<file path="src/rtl/pass_checker_lockout.sv">
// pass_checker_lockout: sequential code checker for the digital lock.
// A rising edge on enb compares pass_in with pass_set. A match unlocks for a
// bounded time, a mismatch shows red briefly, and MAX_TRIES consecutive
// mismatches force a timed lockout. All outputs are registered.
module pass_checker_lockout #(
    parameter int PASS_W         = 12,
    parameter int MAX_TRIES      = 3,
    parameter int FAIL_SHOW      = 4,
    parameter int LOCKOUT_CYCLES = 20,
    parameter int OPEN_CYCLES    = 50
) (
    input  logic                           clk,
    input  logic                           rst,
    input  logic [PASS_W-1:0]              pass_in,
    input  logic [PASS_W-1:0]              pass_set,
    input  logic                           enb,
    input  logic                           relock,
    output logic                           lock,
    output logic [2:0]                     led_RGB,
    output logic [$clog2(MAX_TRIES+1)-1:0] fail_cnt,
    output logic                           lockout
);

    localparam int T_MAX = (FAIL_SHOW > LOCKOUT_CYCLES)
                         ? ((FAIL_SHOW > OPEN_CYCLES) ? FAIL_SHOW : OPEN_CYCLES)
                         : ((LOCKOUT_CYCLES > OPEN_CYCLES) ? LOCKOUT_CYCLES : OPEN_CYCLES);
    localparam int TW = $clog2(T_MAX) + 1;
    localparam int CW = $clog2(MAX_TRIES + 1);

    localparam logic [TW-1:0] T_ZERO    = '0;
    localparam logic [TW-1:0] T_ONE     = TW'(1);
    localparam logic [TW-1:0] OPEN_LAST = TW'(OPEN_CYCLES - 1);
    localparam logic [TW-1:0] FAIL_LAST = TW'(FAIL_SHOW - 1);
    localparam logic [TW-1:0] LOCK_LAST = TW'(LOCKOUT_CYCLES - 1);
    localparam logic [CW-1:0] CNT_ONE   = CW'(1);
    localparam logic [CW-1:0] CNT_LAST  = CW'(MAX_TRIES - 1);
    localparam logic [CW-1:0] CNT_MAX   = CW'(MAX_TRIES);

    localparam logic [2:0] LED_BLUE  = 3'b001;
    localparam logic [2:0] LED_GREEN = 3'b010;
    localparam logic [2:0] LED_RED   = 3'b100;

    typedef enum logic [1:0] {S_IDLE, S_OPEN, S_FAIL, S_LOCKOUT} state_t;

    state_t        r_state;
    logic [TW-1:0] r_timer;
    logic [CW-1:0] r_fail_cnt;
    logic          r_enb_q;
    logic          r_lock;
    logic [2:0]    r_led;
    logic          r_lockout;

    logic w_sub;
    logic w_match;

    // enb_q resets high so an enb held through reset release is not a submit
    assign w_sub   = enb & ~r_enb_q;
    assign w_match = (pass_in == pass_set);

    // State machine with registered outputs; every state entry clears the timer
    always_ff @(posedge clk or posedge rst) begin
        if (rst) begin
            r_state    <= S_IDLE;
            r_timer    <= T_ZERO;
            r_fail_cnt <= '0;
            r_enb_q    <= 1'b1;
            r_lock     <= 1'b1;
            r_led      <= LED_BLUE;
            r_lockout  <= 1'b0;
        end else begin
            r_enb_q <= enb;
            case (r_state)
                S_IDLE: begin
                    if (w_sub) begin
                        r_timer <= T_ZERO;
                        if (w_match) begin
                            r_state    <= S_OPEN;
                            r_fail_cnt <= '0;
                            r_lock     <= 1'b0;
                            r_led      <= LED_GREEN;
                        end else if (r_fail_cnt == CNT_LAST) begin
                            r_state    <= S_LOCKOUT;
                            r_fail_cnt <= CNT_MAX;
                            r_led      <= LED_RED;
                            r_lockout  <= 1'b1;
                        end else begin
                            r_state    <= S_FAIL;
                            r_fail_cnt <= r_fail_cnt + CNT_ONE;
                            r_led      <= LED_RED;
                        end
                    end
                end
                S_OPEN: begin
                    // relock and timeout together still give one transition
                    if (relock || (r_timer == OPEN_LAST)) begin
                        r_state <= S_IDLE;
                        r_timer <= T_ZERO;
                        r_lock  <= 1'b1;
                        r_led   <= LED_BLUE;
                    end else begin
                        r_timer <= r_timer + T_ONE;
                    end
                end
                S_FAIL: begin
                    if (r_timer == FAIL_LAST) begin
                        r_state <= S_IDLE;
                        r_timer <= T_ZERO;
                        r_led   <= LED_BLUE;
                    end else begin
                        r_timer <= r_timer + T_ONE;
                    end
                end
                S_LOCKOUT: begin
                    if (r_timer == LOCK_LAST) begin
                        r_state    <= S_IDLE;
                        r_timer    <= T_ZERO;
                        r_fail_cnt <= '0;
                        r_led      <= LED_BLUE;
                        r_lockout  <= 1'b0;
                    end else begin
                        r_timer <= r_timer + T_ONE;
                    end
                end
                default: begin
                    r_state   <= S_IDLE;
                    r_timer   <= T_ZERO;
                    r_lock    <= 1'b1;
                    r_led     <= LED_BLUE;
                    r_lockout <= 1'b0;
                end
            endcase
        end
    end

    assign lock     = r_lock;
    assign led_RGB  = r_led;
    assign fail_cnt = r_fail_cnt;
    assign lockout  = r_lockout;

endmodule

</file>
<file path="config.mk">
export PLATFORM = sky130hd
export DESIGN_NAME = pass_checker_lockout
export DESIGN_NICKNAME = d
export VERILOG_FILES = /design/src/rtl/pass_checker_lockout.sv
export SDC_FILE = /design/constraint.sdc
export NUM_CORES = 1
export LEC_CHECK = 0
export CAP_MARGIN = 20
export CORE_MARGIN = 2
export CORE_UTILIZATION = 35
export CTS_CLUSTER_SIZE = 8
export DETAILED_ROUTE_END_ITERATION = 10
export GPL_TIMING_DRIVEN = 0
export PLACE_DENSITY = 0.64
export SYNTH_ARGS = -nofsm -noshare
export SYNTH_HDL_FRONTEND = slang
export SYNTH_SLANG_ARGS = --single-unit
</file>
<file path="constraint.sdc">
create_clock -name clk -period 1.75 [get_ports clk]
set_clock_uncertainty 0.05 [all_clocks]
set_input_delay 0.35 -clock clk [delete_from_list [all_inputs] [get_ports clk]]
set_output_delay 0.35 -clock clk [all_outputs]
set_load 0.005 [all_outputs]
</file>
* Yosys cells after proc, flatten, opt, wreduce, memory -nomap -nowiden
Cells that the tools add are included.
Widths: inputs -> output; s select.
** Cells by class
- Add/subtract/negate cells :: 2
- Eq/ne operators :: 15
- Mux-type cells :: 31
- Bitwise gates (word level) :: 2
- Reduce and logical (&&, ||, !) cells :: 8
** Operator list (number)
- $mux 7 :: 4
- $pmux 7 s4 :: 1
- $mux 2 :: 8
- $mux 3 :: 5
- $ne 2x2->1 const B :: 7
- $eq 12x12->1 :: 1
- $pmux 3 s4 :: 1
- $mux 1 :: 8
- $pmux 2 s4 :: 1
- $reduce_and 4->1 :: 2
- $add 7x1->7 const B :: 1
- $eq 7x2->1 const B :: 1
- $eq 7x5->1 const B :: 1
- $eq 7x6->1 const B :: 1
- $eq 2x2->1 const B :: 3
- $reduce_and 5->1 :: 1
- $pmux 1 s2 :: 2
- $pmux 2 s2 :: 1
- $reduce_bool 2->1 :: 2
- $reduce_and 3->1 :: 1
- $add 2x1->2 const B :: 1
- $eq 2x1->1 const B :: 1
- $logic_not 2->1 :: 1
- $and 1x1->1 :: 1
- 2 further kinds :: 2
** Storage, ports and cells
- Register bits :: 17
- Input bits :: 28
- Logic and storage cells :: 65

* Depth between registers and ports, before layout
Gate-level depths: netlist (run 1).
- Word-level depth :: 5
- Depth in mapped cells :: 6
- Depth with buffers taken out :: 6

* Worst setup path before layout (run 1)
OpenSTA, ideal clock, no wires.
- Path kind :: reg2reg
- Start point :: reg r_timer[0]
- End point :: reg r_state[0]
- Arrival time :: 1520 ps
- Data required time :: 1574 ps
- Path slack :: 54 ps
- Cell stages (with the launch flop) :: 6
- Clock period less this slack :: 1696 ps
- Path through :: dfrtp_1 -> ha_1 -> nor2b_1 -> a31oi_4 -> or2_1 -> a221o_1
** On the way
- Longest elaborated chain between the ends :: 4
- Elaborated cells between the ends (all ways) :: 8
- Classes of those cells :: eq/ne (6); reduce/logical (2)
** Ends and longest elaborated chain
- from (decl) :: line 46 : logic [TW-1:0] r_timer;
- from (signal assigned) :: line 101 : r_timer <= r_timer + T_ONE;
- from (signal assigned) :: line 110 : r_timer <= r_timer + T_ONE;
- from (signal assigned) :: line 121 : r_timer <= r_timer + T_ONE;
- $eq 7x6->1 :: line 95 : if (relock || (r_timer == OPEN_LAST)) begin
- $logic_or 1x1->1 :: line 95
- $ne 2x2->1 (no source line)
- $reduce_and 4->1 (no source line) *
- to (signal assigned) :: line 96 : r_state <= S_IDLE;
- to (signal assigned) :: line 106 : r_state <= S_IDLE;
- to (signal assigned) :: line 115 : r_state <= S_IDLE;
- to (decl) :: line 45 : state_t r_state;
Every way passes the cells marked *; elsewhere a longest branch is shown, timed or not.
A chain may end at the register's enable or synchronous reset.

* Final worst setup path (run 1)
- Start point :: reg r_lock (netlist: lock)
- End point :: out lock
** RTL lines
- from (decl) :: line 49 : logic r_lock;
- from (signal assigned) :: line 67 : r_lock <= 1'b1;
- from (signal assigned) :: line 79 : r_lock <= 1'b0;
- from (signal assigned) :: line 98 : r_lock <= 1'b1;
- to (decl) :: line 18 : output logic lock,
No word-level cell between the ends.

==> run summary, run 1 <==
result of the run: finished clean
required time at the worst-slack endpoint: 1.35 ns
Netlist Area Pre-Place: 0.00103 mm2
portion of the post-synthesis area used by sequential elements: 0.392
Pleak: 0.000623 uW
commonest register cell after synthesis: sky130_fd_sc_hd__dfrtp_1
part of the total power dissipated in combinational logic: 0.508
maximum number of pins on one net before global-route repair: 17
initial antenna violation count: 0
y dimension of the die: 58.3 um
internal power: 1070 uW
Post-Route WL: 2360 um
number of DRC markers in iteration 0: 11
clock input transition at the sequential cells of the worst setup and hold paths: 0.10 ns
full die area: 0.00340 mm2
cell breakdown of the critical path: clkdlybuf4s50_1
Core Rows: 19
count of endpoints failing setup in the final report: 0
slowest stage delay, CP: 0.54 ns
# IOs: 35
area share of the largest cell type after synthesis: 0.316
mean instance size in the synthesized netlist: 9.55 um2
most common library cells after synthesis: 14 x sky130_fd_sc_hd__xnor2_1, 13 x sky130_fd_sc_hd__dfrtp_1, 11 x sky130_fd_sc_hd__nand2_1, 7 x sky130_fd_sc_hd__inv_1, 6 x sky130_fd_sc_hd__o21ai_0
Syn. warnings: 0
critical path buffer and inverter count: 1
average wire per cell in the routed design: 13.0 um
net switching power: 614 uW
upper clock frequency limit: 0.585 GHz
number of hold buffers added after CTS: 0
cts bufs inserted: 3
clock latency on the worst-skew pair: 0.28 ns
Cells after DPL: 173
Area growth, synth to finish: 46.6%
beginning of the worst register-to-register path: r_timer[1]
Synth area leader: sky130_fd_sc_hd__dfrtp_1
Sw Share: 0.364
vias post-DR: 954
hold crit path type: primary input to asynchronous set/reset pin
number of inserted diodes: 0
ratio of routed vias to standard cells: 5.27
syn nets: 140
synthesized instance count: 108
maximum clock insertion buffer count: 2
critical-path maximum fanout: 2
biggest area contributors in the synthesized netlist: sky130_fd_sc_hd__dfrtp_1 32%, sky130_fd_sc_hd__xnor2_1 12%, sky130_fd_sc_hd__dfstp_2 7.6%, sky130_fd_sc_hd__ha_1 4.9%, sky130_fd_sc_hd__nand2_1 4.0%
most frequent cell after synthesis: sky130_fd_sc_hd__xnor2_1
count of input and output buffers: 34
non-filler cells in the finished layout: 181
fraction of layout instances using a drive strength above 1: 0.180
part of the power in registers: 0.345
kind of end point of the critical path: output pin
Post-route DRC: 0
number of max-capacitance violations reported: 0
final core utilization: 0.543
overall track demand over capacity in global routing: 0.149
Worst path top cell family by delay: flip-flops
period utilization: 0.978
minimum setup slack in the final design: 0.0393 ns
remaining antenna violation count after routing: 0
Setup Slack @ Placement: -0.415 ns
Crit Path Category: flop to output pin
critical register-to-register path endpoint: r_state[0]
data arrival at the endpoint of the critical path: 1.31 ns
drt first pass iters: 4
Total Nets Final: 183
x dimension of the die: 58.3 um
number of hold-slack violations in the final timing report: 0
Tmin final: 1.71 ns
routability-driven placement congestion ratio: 0.815
global route overflow: 0
slowest cell on the critical path: sky130_fd_sc_hd__dfstp_2
pins over their slew limit: 0
maximum level of the CTS H-tree: 1
clock tree from TritonCTS: yes
Initial Util: 0.371
cell chosen for the clock root: sky130_fd_sc_hd__clkbuf_4
Core ar.: 0.00278 mm2
global-route wire length before repair: 3870 um
Post-synth ARST share: 1.00
logic depth of the worst register-to-register path: 6
vias in the first global route: 942
HPWL after detailed placement: 1870 um
worst rel slew slack: 0.591
actual transition at the worst max-transition pin: 0.613 ns
setup slack, reg-to-reg: 0.07 ns
flip-flop and latch count after synthesis: 16
clock sink count: 16
distinct cell type count after synthesis: 33
setup TNS: 0 ns
Clk network pwr share: 0.148
pwr/cell area: 1120 mW/mm2
count of flip-flops with a built-in enable after synthesis: 0
Worst Setup Start Kind: flop
maximum vdd drop: 731 uV
## state kept, by name (all words and copies together), names as in the netlist
signal / flops
r_timer: 7
fail_cnt: 2
led_RGB: 2
r_state: 2
lock: 1
lockout: 1
r_enb_q: 1
## cell usage in the layout, fill, tap and decap left out, types with 2 or more instances in the layout
master | Yosys | final
sky130_fd_sc_hd__nand3_1 | 3 | 3
sky130_fd_sc_hd__inv_1 | 7 | 7
sky130_fd_sc_hd__and2_1 | 3 | 3
sky130_fd_sc_hd__o21ai_0 | 6 | 5
sky130_fd_sc_hd__nor3_2 | 0 | 2
sky130_fd_sc_hd__buf_4 | 1 | 5
sky130_fd_sc_hd__dfrtp_2 | 0 | 2
sky130_fd_sc_hd__nor2_1 | 5 | 5
sky130_fd_sc_hd__nand2_1 | 11 | 11
sky130_fd_sc_hd__and3_1 | 3 | 3
sky130_fd_sc_hd__nand2b_1 | 2 | 2
sky130_fd_sc_hd__dfstp_2 | 3 | 3
sky130_fd_sc_hd__clkbuf_4 | 0 | 3
sky130_fd_sc_hd__a21oi_1 | 2 | 2
sky130_fd_sc_hd__ha_1 | 4 | 3
sky130_fd_sc_hd__nand4_1 | 4 | 4
sky130_fd_sc_hd__o22ai_1 | 4 | 4
sky130_fd_sc_hd__a31oi_1 | 2 | 2
sky130_fd_sc_hd__o41ai_1 | 2 | 2
sky130_fd_sc_hd__dfrtp_1 | 13 | 11
sky130_fd_sc_hd__clkdlybuf4s50_1 | 0 | 33
sky130_fd_sc_hd__xnor2_1 | 14 | 14
## power groups by stage
stage | registers (uW) | clock network [uW] | logic (uW)
2_1_floorplan | 580 | 0 | 474
3_5_place_dp | 600 | 0 | 751
6_report | 581 | 249 | 856
4_1_cts | 589 | 251 | 789
5_1_grt | 597 | 265 | 944
3_3_place_gp | 593 | 0 | 737
## cells by family after synthesis
| kind of cell | count (synthesis) | synth area share |
|---|---|---|
| and+or+nand+nor | 42 | 0.223 |
| adders and majority gates | 4 | 0.0485 |
| buffers and inverters | 9 | 0.0437 |
| xor gates and xnor gates | 14 | 0.119 |
| DFF | 16 | 0.392 |
| muxes | 1 | 0.0109 |
| AOI/OAI and AO/OA | 22 | 0.163 |
## worst max path at each step
stage / cells after the start / to / start
after floorplan: 5 / r_state[0] / r_timer[0]
after global placement: 5 / lockout / pass_set[1]
after detailed placement: 5 / lockout / pass_set[8]
after CTS: 4 / r_state[0] / r_timer[6]
after global routing: 6 / r_state[0] / r_timer[1]
final: 1 / lock / lock
## layout make-up
cell class,instances,area (um2)
plain buffers,2,18.8
clock buffers,4,36.3
fillers,266,1270
inverters,7,26.3
multi-input cells,83,612
flip-flops and latches,16,407
well taps,31,38.8
repair buffers,38,373
## repair_timing
item	CTS	global route
resized for setup	5	6
setup buffers	1	3
endpoints found under the setup margin	8	9
pin swaps	2	2
## layer usage
metal  share of wire  global-route usage  vias up  wire length (um)
li1                -                   -      465                 -
met1            0.44               0.177      444              1030
met2            0.48               0.266       43              1120
met3           0.075              0.0246        2               178
met4           0.011              0.0598        0                27
met5               0                   0        -                 0
## per-stage QoR
step	hold WS, ns	total power [uW]	instance area (um2)
final	0.379	1690	1510
after global routing	0.440	1810	1510
after CTS	0.413	1630	1470
after detailed placement	0.426	1350	1410
after global placement	0.427	1330	1410
after floorplan	0.212	1050	1030
No activity file was read; power rests on OpenSTA's default activity.
==> inputs of run 2 (changes only) <==
--- a/config.mk
+++ b/config.mk
@@ -5,7 +5,7 @@
 export SDC_FILE = /design/constraint.sdc
 export NUM_CORES = 1
 export LEC_CHECK = 0
-export CAP_MARGIN = 20
+export CAP_MARGIN = 0
 export CORE_MARGIN = 2
 export CORE_UTILIZATION = 35
 export CTS_CLUSTER_SIZE = 8
==> results of run 2 <==
Final layout, timing and power as in run 1 (identical DEF).
==> inputs of run 3 (changes only) <==
--- a/config.mk
+++ b/config.mk
@@ -15,3 +15,4 @@
 export SYNTH_ARGS = -nofsm -noshare
 export SYNTH_HDL_FRONTEND = slang
 export SYNTH_SLANG_ARGS = --single-unit
+export TNS_END_PERCENT = 10
==> run 3 against run 2 <==
  * Non-clock buffer count is 3 lower
  * Highest routed layer unchanged
  * Cell area is 0.74% lower
  * Via count is 2.6% lower
  * Wire length is 0.85% lower
  * Hold slack better by 0.0026 ns
  * Flip-flop and latch count stayed put
  * Final cell count is 1.7% lower
  * Largest cell class unchanged
==> run summary, run 3 (same netlist as run 1, synthesis figures left out) <==
result of the run: finished clean
maximum level of the CTS H-tree: 1 (unchanged)
full die area: 0.00340 mm2 (unchanged)
x dimension of the die: 58.3 um (unchanged)
logic depth of the worst register-to-register path: 4 (-2)
clock sink count: 16 (unchanged)
# IOs: 35 (unchanged)
max reg flops: 7 (unchanged)
setup slack, reg-to-reg: 0.05 ns (-0.02 ns)
number of DRC markers in iteration 0: 13 (+2)
count of input and output buffers: 34 (unchanged)
period utilization: 0.976 (-0.00108)
cts bufs inserted: 3 (unchanged)
Area growth, synth to finish: 45.5%
cell chosen for the clock root: sky130_fd_sc_hd__clkbuf_4
Core ar.: 0.00278 mm2 (unchanged)
final core utilization: 0.539 (-0.00405)
most common cell after layout, fill and taps aside: sky130_fd_sc_hd__clkdlybuf4s50_1
number of fillers in the final layout: 269 (+1.1%)
worst rel slew slack: 0.591 (about the same)
Worst path top cell family by delay: flip-flops
Largest Register: r_timer
critical path buffer and inverter count: 1 (unchanged)
required time at the worst-slack endpoint: 1.35 ns (about the same)
Worst Setup Start Kind: flop
pins over their slew limit: 0 (unchanged)
upper clock frequency limit: 0.585 GHz (+0.11%)
cell breakdown of the critical path: clkdlybuf4s50_1
global route overflow: 0 (unchanged)
HPWL after detailed placement: 1870 um (unchanged)
overall track demand over capacity in global routing: 0.148 (-0.00139)
drt first pass iters: 4 (unchanged)
beginning of the worst register-to-register path: r_timer[3]
post-layout instance area: 0.00150 mm2 (-0.74%)
average wire per cell in the routed design: 13.2 um (+0.82%)
part of the power in registers: 0.366 (+0.021)
hold crit path type: primary input to asynchronous set/reset pin
number of inserted diodes: 0 (unchanged)
slowest cell on the critical path: sky130_fd_sc_hd__dfstp_2
kind of end point of the critical path: output pin
pwr/cell area: 1100 mW/mm2 (-1.3%)
clock latency on the worst-skew pair: 0.28 ns (about the same)
Total Nets Final: 180 (-1.6%)
Core Rows: 19 (unchanged)
vias in the first global route: 939 (-0.32%)
internal power: 1040 uW (-2.7%)
part of the total power dissipated in combinational logic: 0.485 (-0.023)
Pleak: 0.000609 uW (-2.3%)
total cell area at the placement stage: 0.00141 mm2 (unchanged)
Post-Route WL: 2340 um (-0.85%)
initial antenna violation count: 0 (unchanged)
Clk network pwr share: 0.150 (+0.002)
Tmin final: 1.71 ns (-0.00189 ns)
count of endpoints failing setup in the final report: 0 (unchanged)
routability-driven placement congestion ratio: 0.815 (unchanged)
Crit Path Category: flop to output pin
net switching power: 609 uW (-0.86%)
remaining antenna violation count after routing: 0 (unchanged)
slowest stage delay, CP: 0.54 ns (about the same)
y dimension of the die: 58.3 um (unchanged)
Initial Util: 0.371 (unchanged)
actual transition at the worst max-transition pin: 0.613 ns (+0.0000640 ns)
number of hold buffers added after CTS: 0 (unchanged)
commonest cells after routing, fill and taps aside: 32 x sky130_fd_sc_hd__clkdlybuf4s50_1, 14 x sky130_fd_sc_hd__xnor2_1, 11 x sky130_fd_sc_hd__nand2_1, 10 x sky130_fd_sc_hd__dfrtp_1, 7 x sky130_fd_sc_hd__inv_1
Post-route DRC: 0 (unchanged)
sequential standard cell area: 408 um2 (+0.31%)
fraction of layout instances using a drive strength above 1: 0.184 (+0.00367)
critical register-to-register path endpoint: r_state[0]
maximum vdd drop: 732 uV (+0.15%)
number of hold-slack violations in the final timing report: 0 (unchanged)
clock input transition at the sequential cells of the worst setup and hold paths: 0.10 ns (about the same)
data arrival at the endpoint of the critical path: 1.31 ns (about the same)
global-route wire length before repair: 3840 um (-0.88%)
critical-path maximum fanout: 2 (unchanged)
area used by multi-input combinational logic: 617 um2 (+0.82%)
Sw Share: 0.369 (+0.00446)
maximum number of pins on one net before global-route repair: 17 (unchanged)
maximum clock insertion buffer count: 2 (unchanged)
number of max-capacitance violations reported: 0 (unchanged)
worst-case hold slack: 0.382 ns (+0.00260 ns)
vias post-DR: 929 (-2.6%)
clock tree from TritonCTS: yes
ratio of routed vias to standard cells: 5.22 (-0.98%)
## run 3: cell types whose count changed in the layout (fill, tap and decap cells not counted)
cell | before | now
sky130_fd_sc_hd__and3_1 | 3 | 2
sky130_fd_sc_hd__and3_4 | 0 | 1
sky130_fd_sc_hd__buf_4 | 5 | 1
sky130_fd_sc_hd__buf_6 | 1 | 3
sky130_fd_sc_hd__clkdlybuf4s50_1 | 33 | 32
sky130_fd_sc_hd__dfrtp_1 | 11 | 10
sky130_fd_sc_hd__dfrtp_2 | 2 | 3
## run 3: area by class of cell
| cell class | instances | share of cell area |
|---|---|---|
| Multi-Input combinational cell | 83 | 0.411 |
| Sequential cell | 16 | 0.272 |
| Clock buffer | 4 | 0.0242 |
| Buffer | 2 | 0.0150 |
| Timing Repair Buffer | 35 | 0.234 |
| Inverter | 7 | 0.0175 |
| Tap cell | 31 | 0.0259 |
## run 3: stage by stage
stage / total power (uW) / setup TNS (ns) / cells / setup WS (ns)
finish: 1650 / 0 / 178 / 0.0412
global route: 1770 / -0.0128 / 178 / -0.0128
CTS: 1620 / 0 / 177 / 0.00626
detailed placement: 1350 / -3.91 / 173 / -0.415
global placement: 1330 / -3.74 / 173 / -0.402
floorplan: 1050 / 0 / 108 / 0.0544
## run 3: metal layers
metal  GRT usage  part of all wire  vias up
met5           0                 0        -
met4      0.0598             0.012        0
met3      0.0246             0.065        2
met2       0.265              0.47       35
met1       0.174              0.45      432
li1            -                 -      460
## run 3: worst max-delay path by stage
stage / end / from / cells after the start
global route: r_state[0] / r_timer[3] / 4
detailed placement: lockout / pass_set[8] / 5
CTS: r_state[0] / r_timer[6] / 4
global placement: lockout / pass_set[1] / 5
floorplan: r_state[0] / r_timer[0] / 5
finish: lock / lock / 1
## run 3: repair_timing
item                                    CTS  global route
pin swaps                                 2             2
resized for setup                         6             9
setup buffers                             0             1
endpoints found under the setup margin    8             9
## run 3: power by group through the flow
stage | Clock [uW] | Combinational, uW | Sequential (uW)
5_1_grt | 265 | 880 | 623
3_5_place_dp | 0 | 751 | 600
3_3_place_gp | 0 | 737 | 593
6_report | 247 | 800 | 604
2_1_floorplan | 0 | 474 | 580
4_1_cts | 251 | 773 | 596
